[src/rtl/rr_arb_mux_pkg.sv]
// Shared types and helpers for the round-robin arbitrating mux.
package mux_pkg;

   typedef enum logic {
      MODE_FIXED = 1'b0,
      MODE_RR    = 1'b1
   } mode_e;

   typedef enum logic {
      ST_EMPTY = 1'b0,
      ST_FULL  = 1'b1
   } ost_e;

   // Width of a channel index; at least one bit even for two channels.
   function automatic int sel_w(input int n);
      return (n <= 2) ? 1 : $clog2(n);
   endfunction

endpackage

[src/rtl/rr_arb_mux_if.sv]
// Channel-side and output-side handshake bundle of the arbitrating mux.
interface rr_arb_mux_if #(
   parameter int N_IN  = 4,
   parameter int WIDTH = 16
);
   import mux_pkg::*;
   localparam int SEL_W = sel_w(N_IN);

   logic [N_IN-1:0][WIDTH-1:0] in_data;
   logic [N_IN-1:0]            in_valid;
   logic [N_IN-1:0]            in_ready;
   logic                       mode;
   logic [SEL_W-1:0]           sel;
   logic [WIDTH-1:0]           out_data;
   logic [SEL_W-1:0]           out_src;
   logic                       out_valid;
   logic                       out_ready;

   modport slave (
      input  in_data, in_valid, mode, sel, out_ready,
      output in_ready, out_data, out_src, out_valid
   );

   modport master (
      output in_data, in_valid, mode, sel, out_ready,
      input  in_ready, out_data, out_src, out_valid
   );
endinterface

[src/rtl/rr_arb_mux_rr_pick.sv]
// Rotating priority picker: first requester at or above start_i, wrapping.
module rr_pick
   import mux_pkg::*;
#(
   parameter  int N_IN  = 4,
   localparam int SEL_W = sel_w(N_IN)
) (
   input  logic [N_IN-1:0]  req_i,
   input  logic [SEL_W-1:0] start_i,
   output logic [N_IN-1:0]  gnt_o,
   output logic [SEL_W-1:0] idx_o,
   output logic             any_o
);

   int c;

   // Scan channels in rotated order; the first hit wins.
   always_comb begin
      gnt_o = '0;
      idx_o = '0;
      any_o = 1'b0;
      c     = 0;
      for (int k = 0; k < N_IN; k++) begin
         c = int'(start_i) + k;
         if (c >= N_IN) c = c - N_IN;
         if (!any_o && req_i[c]) begin
            any_o    = 1'b1;
            gnt_o[c] = 1'b1;
            idx_o    = SEL_W'(c);
         end
      end
   end

endmodule

[src/rtl/rr_arb_mux.sv]
// N-to-1 arbitrating mux with a one-entry registered output stage.
module rr_arb_mux
   import mux_pkg::*;
#(
   parameter int N_IN  = 4,
   parameter int WIDTH = 16
) (
   input  logic         clk,
   input  logic         rst_n,
   rr_arb_mux_if.slave  bus
);

   localparam int               SEL_W    = sel_w(N_IN);
   localparam logic [SEL_W-1:0] LAST_IDX = SEL_W'(N_IN - 1);

   ost_e             state_q;
   logic [WIDTH-1:0] data_q;
   logic [SEL_W-1:0] src_q;
   logic [SEL_W-1:0] last_q;

   mode_e            mode;
   logic [SEL_W-1:0] start;
   logic [N_IN-1:0]  rr_gnt, fx_gnt, gnt;
   logic [SEL_W-1:0] rr_idx, gnt_idx;
   logic             rr_any, load_ok, load;

   assign mode  = mode_e'(bus.mode);
   // Search begins just past the last channel that actually transferred.
   assign start = (last_q == LAST_IDX) ? '0 : last_q + 1'b1;

   rr_pick #(.N_IN(N_IN)) u_pick (
      .req_i   (bus.in_valid),
      .start_i (start),
      .gnt_o   (rr_gnt),
      .idx_o   (rr_idx),
      .any_o   (rr_any)
   );

   // Fixed mode: only the selected channel may win; out-of-range sel grants nothing.
   always_comb begin
      fx_gnt = '0;
      for (int i = 0; i < N_IN; i++)
         fx_gnt[i] = (int'(bus.sel) == i) && bus.in_valid[i];
   end

   // Choose the grant source according to the current mode.
   always_comb begin
      if (mode == MODE_RR) begin
         gnt     = rr_gnt;
         gnt_idx = rr_idx;
      end else begin
         gnt     = fx_gnt;
         gnt_idx = bus.sel;
      end
   end

   // A load is allowed when the stage is empty or is draining this cycle.
   assign load_ok      = (state_q == ST_EMPTY) || bus.out_ready;
   assign load         = rst_n && load_ok && (|gnt);
   assign bus.in_ready = load ? gnt : '0;

   // Output stage FSM, held word and fairness pointer.
   always_ff @(posedge clk or negedge rst_n) begin
      if (!rst_n) begin
         state_q <= ST_EMPTY;
         data_q  <= '0;
         src_q   <= '0;
         last_q  <= LAST_IDX;
      end else if (load) begin
         state_q <= ST_FULL;
         data_q  <= bus.in_data[gnt_idx];
         src_q   <= gnt_idx;
         last_q  <= gnt_idx;
      end else if (state_q == ST_FULL && bus.out_ready) begin
         state_q <= ST_EMPTY;
      end
   end

   assign bus.out_valid = (state_q == ST_FULL);
   assign bus.out_data  = data_q;
   assign bus.out_src   = src_q;

endmodule
[src/flat_wrapper.sv]
// flat-port wrapper written by rule: the top's interface ports become plain ports
module rr_arb_mux_flat import mux_pkg::*;
#(
   parameter int N_IN  = 4,
   parameter int WIDTH = 16
)
  (clk, rst_n, bus_in_data, bus_in_valid, bus_mode, bus_sel, bus_out_ready, bus_in_ready, bus_out_data, bus_out_src, bus_out_valid);
  rr_arb_mux_if #(.N_IN(N_IN), .WIDTH(WIDTH)) bus_i ();
  input  logic clk;
  input  logic rst_n;
  input wire logic [$bits(bus_i.in_data)-1:0] bus_in_data;
  input wire logic [$bits(bus_i.in_valid)-1:0] bus_in_valid;
  input wire logic [$bits(bus_i.mode)-1:0] bus_mode;
  input wire logic [$bits(bus_i.sel)-1:0] bus_sel;
  input wire logic [$bits(bus_i.out_ready)-1:0] bus_out_ready;
  output wire logic [$bits(bus_i.in_ready)-1:0] bus_in_ready;
  output wire logic [$bits(bus_i.out_data)-1:0] bus_out_data;
  output wire logic [$bits(bus_i.out_src)-1:0] bus_out_src;
  output wire logic [$bits(bus_i.out_valid)-1:0] bus_out_valid;
  assign bus_i.in_data = bus_in_data;
  assign bus_i.in_valid = bus_in_valid;
  assign bus_i.mode = bus_mode;
  assign bus_i.sel = bus_sel;
  assign bus_i.out_ready = bus_out_ready;
  assign bus_in_ready = bus_i.in_ready;
  assign bus_out_data = bus_i.out_data;
  assign bus_out_src = bus_i.out_src;
  assign bus_out_valid = bus_i.out_valid;
  rr_arb_mux #(.N_IN(N_IN), .WIDTH(WIDTH)) u_core (.clk(clk), .rst_n(rst_n), .bus(bus_i));
endmodule
[config.mk]
export PLATFORM = sky130hd
export DESIGN_NAME = rr_arb_mux_flat
export DESIGN_NICKNAME = d
export VERILOG_FILES = /design/src/rtl/rr_arb_mux_pkg.sv /design/src/rtl/rr_arb_mux_if.sv /design/src/rtl/rr_arb_mux_rr_pick.sv /design/src/rtl/rr_arb_mux.sv /design/src/flat_wrapper.sv
export SDC_FILE = /design/constraint.sdc
export NUM_CORES = 1
export LEC_CHECK = 0
export BUFFER_PORTS_ARGS = -buffer_cell sky130_fd_sc_hd__buf_2
export CORE_MARGIN = 2
export CORE_UTILIZATION = 45
export CTS_CLUSTER_SIZE = 16
export DETAILED_ROUTE_END_ITERATION = 12
export HOLD_SLACK_MARGIN = 0.1
export PLACE_DENSITY = 0.77
export RECOVER_POWER = 50
export SYNTH_ARGS = -nofsm -noshare
export SYNTH_HDL_FRONTEND = slang
export SYNTH_SLANG_ARGS = --single-unit
[constraint.sdc]
create_clock -name clk -period 6.4 [get_ports clk]
set_clock_uncertainty 0.1 [all_clocks]
set_input_delay 0.96 -clock clk [delete_from_list [all_inputs] [get_ports clk]]
set_output_delay 0.96 -clock clk [all_outputs]
set_load 0.1 [all_outputs]
==> reports/qor.yml <==
placement:
  dp_hpwl_mm: 4.05
  port_buffers: 96
  place_congestion: 0.904
job:
  drv_cap: 0
global_routing:
  antenna_found_initial: 0
  grt_pass1_vias: 1789
  grt_use_total_pct: 19.4
  grt_max_degree: 35
  grt_pass1_wl_mm: 8.00
  grt_overflow: 0
worst_setup_path:
  r2r_cells: 9
  r2r_start: "u_core.last_q[0]$_DFFE_PN1P_"
  path_cells: "inv_1 -> ha_1 -> and3b_1 -> a211oi_1 -> nor3_1 -> a311oi_1 -> nand4_1 -> o21bai_2 -> buf_4 -> a21oi_1 -> buf_2"
  r2r_end: "u_core.bus.out_data[14]$_DFFE_PN0P_"
  worstPathArrival_ps: 4000
  worstSetupPathType: "register to output port"
  slowest_stage: "dfstp_2"
  slowest_delay_ps: 810
  r2r_setup_slack_ps: 2210
  cp-start-kind: "register"
  required_ps: 5340
  cp-end-kind: "output port"
  path_max_fanout: 21
sta:
  period_share_pct: 79.1
  finalHoldViolations: 0
  period_needed_ps: 5060
  max_clock_freq_mhz: 198
  rsz0062_at_grt: "no"
  setup_violations: 0
  report.final.slew_viol_count: 0
  setup_tns_ps: 0
  tightest_slew_ps: 1190
  max-slew-margin-rel_pct: 21.3
clock_network:
  cts_root_buffer: "clkbuf_8"
  cts_resized: 0
  insertion_delay_ps: 260
  clockBufferDepth: 2
  cts_tree: "built"
  numCtsBuffers: 3
  clock_sinks: 21
  clkTransAtPathRegs_ps: 70
  hold_buffers: 0
  post-cts-setup-buffers: 0
  h-tree-depth: 1
synthesis:
  ys_seq_area_share_pct: 24.7
  avgSynthCellArea_um2: 10.5
  netlist_instances: 203
  synth-async-reset-ratio_pct: 100
  yosys_warnings: 0
  syn_area_um2: 2140
  synth-edff-count: 0
  ys.flop_type: "dfrtp_1"
  ys_types: 45
  syn_nets: 283
  ys_ff_latch: 21
detailed_routing:
  routed_wl_mm: 5.21
  firstDrtPassIters: 4
  num_vias: 1917
  routed_via_density: 5.64
  post_drt_wl_per_cell_um: 15.3
  drt_first_iter_violations: 108
  drc_errors: 0
  final_antenna_net_count: 0
layout:
  area_delta_synth_final_pct: 20.3
  nets: 367
  drive_gt1_share_pct: 41.6
  antenna_cells: 0
die:
  io_pins: 97
  row_count: 25
  coreArea_um2: 4660
  initial_core_util_pct: 45.9
  dieArea_um2: 5320
  die_x_um: 73.0
  die_y_um: 73.0
hold_path:
  min_to: "u_core.bus.out_src[0]$_DFFE_PN0P_"
  worstHoldPathCells: 1
  hold_class: "register to register"
  min-delay-start: "u_core.bus.out_src[0]$_DFFE_PN0P_"
outcome:
  status: "complete, no violations"
## through the flow
step	utilization [%]	hold slack [ps]	std cells	cell area [um^2]	setup WS, ps
6_report	55.2	398	340	2570	1340
5_1_grt	55.2	430	340	2570	1120
4_1_cts	55.5	401	340	2590	1360
3_5_place_dp	54.6	381	336	2540	1670
3_3_place_gp	54.6	371	336	2540	1810
2_1_floorplan	-	527	203	2140	1130
## cell usage in the layout, fill, tap and decap left out, types with 4 or more instances in the layout
master and count:
mux2_4 16, nand4_1 4, nor2_1 11, nand2_1 7
clkbuf_1 12, mux2_1 5, mux2i_1 51, ha_1 6
o21ai_0 7, inv_1 6, buf_2 84, dfrtp_1 19
nand3_1 6
## routing by layer
metal / track usage [%] / up-vias / wire length (um)
met4: 9.05 / 0 / 127
met5: 0 / - / 0
met3: 3.59 / 13 / 417
li1: - / 926 / -
met2: 32.3 / 109 / 2530
met1: 24.4 / 869 / 2130
## critical path, delay by kind of cell (launching register included)
kind                     cells  cell delay, ps
AND/OR/NAND/NOR              3             560
buffers and inverters        3             880
AO/OA/AOI/OAI                4            1000
adder cells (fa/ha/maj)      1             480
flip-flops                   1             810
## area by class of cell
cell class                 count  area, um^2
fill                         409        2090
multi-input combinational    158        1440
sequential                    21         528
timing repair buffer          97         473
tap                           54        67.6
clock buffer                   3        41.3
inverter                       6        22.5
clock inverter                 1        5.00
## synth_stat cells (all sizes together), types with 2 or more instances
| master | instances | share of area [%] |
|---|---|---|
| inv | 6 | 1.1 |
| nor2 | 11 | 1.9 |
| nand4 | 4 | 1.2 |
| dfrtp | 19 | 22 |
| a31oi | 3 | 0.88 |
| a21oi | 4 | 1.1 |
| mux4 | 2 | 2.1 |
| a311oi | 3 | 1.2 |
| nand2 | 7 | 1.2 |
| nand3 | 6 | 1.4 |
| ha | 6 | 3.5 |
| o211ai | 2 | 0.94 |
| a22oi | 2 | 0.70 |
| nor2b | 3 | 0.88 |
| buf | 14 | 6.9 |
| nor3 | 3 | 0.70 |
| dfstp | 2 | 2.5 |
| o21ai | 9 | 2.1 |
| clkbuf | 4 | 0.70 |
| mux2 | 23 | 15 |
| a211oi | 3 | 1.1 |
| mux2i | 52 | 25 |
| and3b | 2 | 0.82 |
## cells by family after synthesis
kind of cell	count (synthesis)	share of synthesized area, %
AOI/OAI and AO/OA	33	11.3
adders and majority gates	6	3.51
buffers and inverters	24	8.65
DFF	21	24.7
muxes	77	41.5
and+or+nand+nor	42	10.3
## state kept, by name, summed over array words and instances (netlist names)
| name | count |
|---|---|
| u_core.bus.out_data | 16 |
| u_core.bus.out_src | 2 |
| u_core.bus.out_valid | 1 |
| u_core.last_q | 2 |
## worst max-delay path by stage
| stage | start | end | slack, ps | cells after the start |
|---|---|---|---|---|
| 2_1_floorplan | u_core.last_q[0]$_DFFE_PN1P_ | bus_in_ready[0] | 1130 | 13 |
| 3_3_place_gp | u_core.last_q[0]$_DFFE_PN1P_ | bus_in_ready[0] | 1810 | 11 |
| 3_5_place_dp | u_core.last_q[0]$_DFFE_PN1P_ | bus_in_ready[0] | 1670 | 11 |
| 4_1_cts | u_core.last_q[0]$_DFFE_PN1P_ | bus_in_ready[0] | 1360 | 11 |
| 5_1_grt | u_core.last_q[0]$_DFFE_PN1P_ | bus_in_ready[0] | 1120 | 11 |
| 6_report | u_core.last_q[0]$_DFFE_PN1P_ | bus_in_ready[0] | 1340 | 11 |
Power is left out: the tool's default activity adds up to more than one toggle a clock period on the data nets, which glitch-free logic cannot reach.
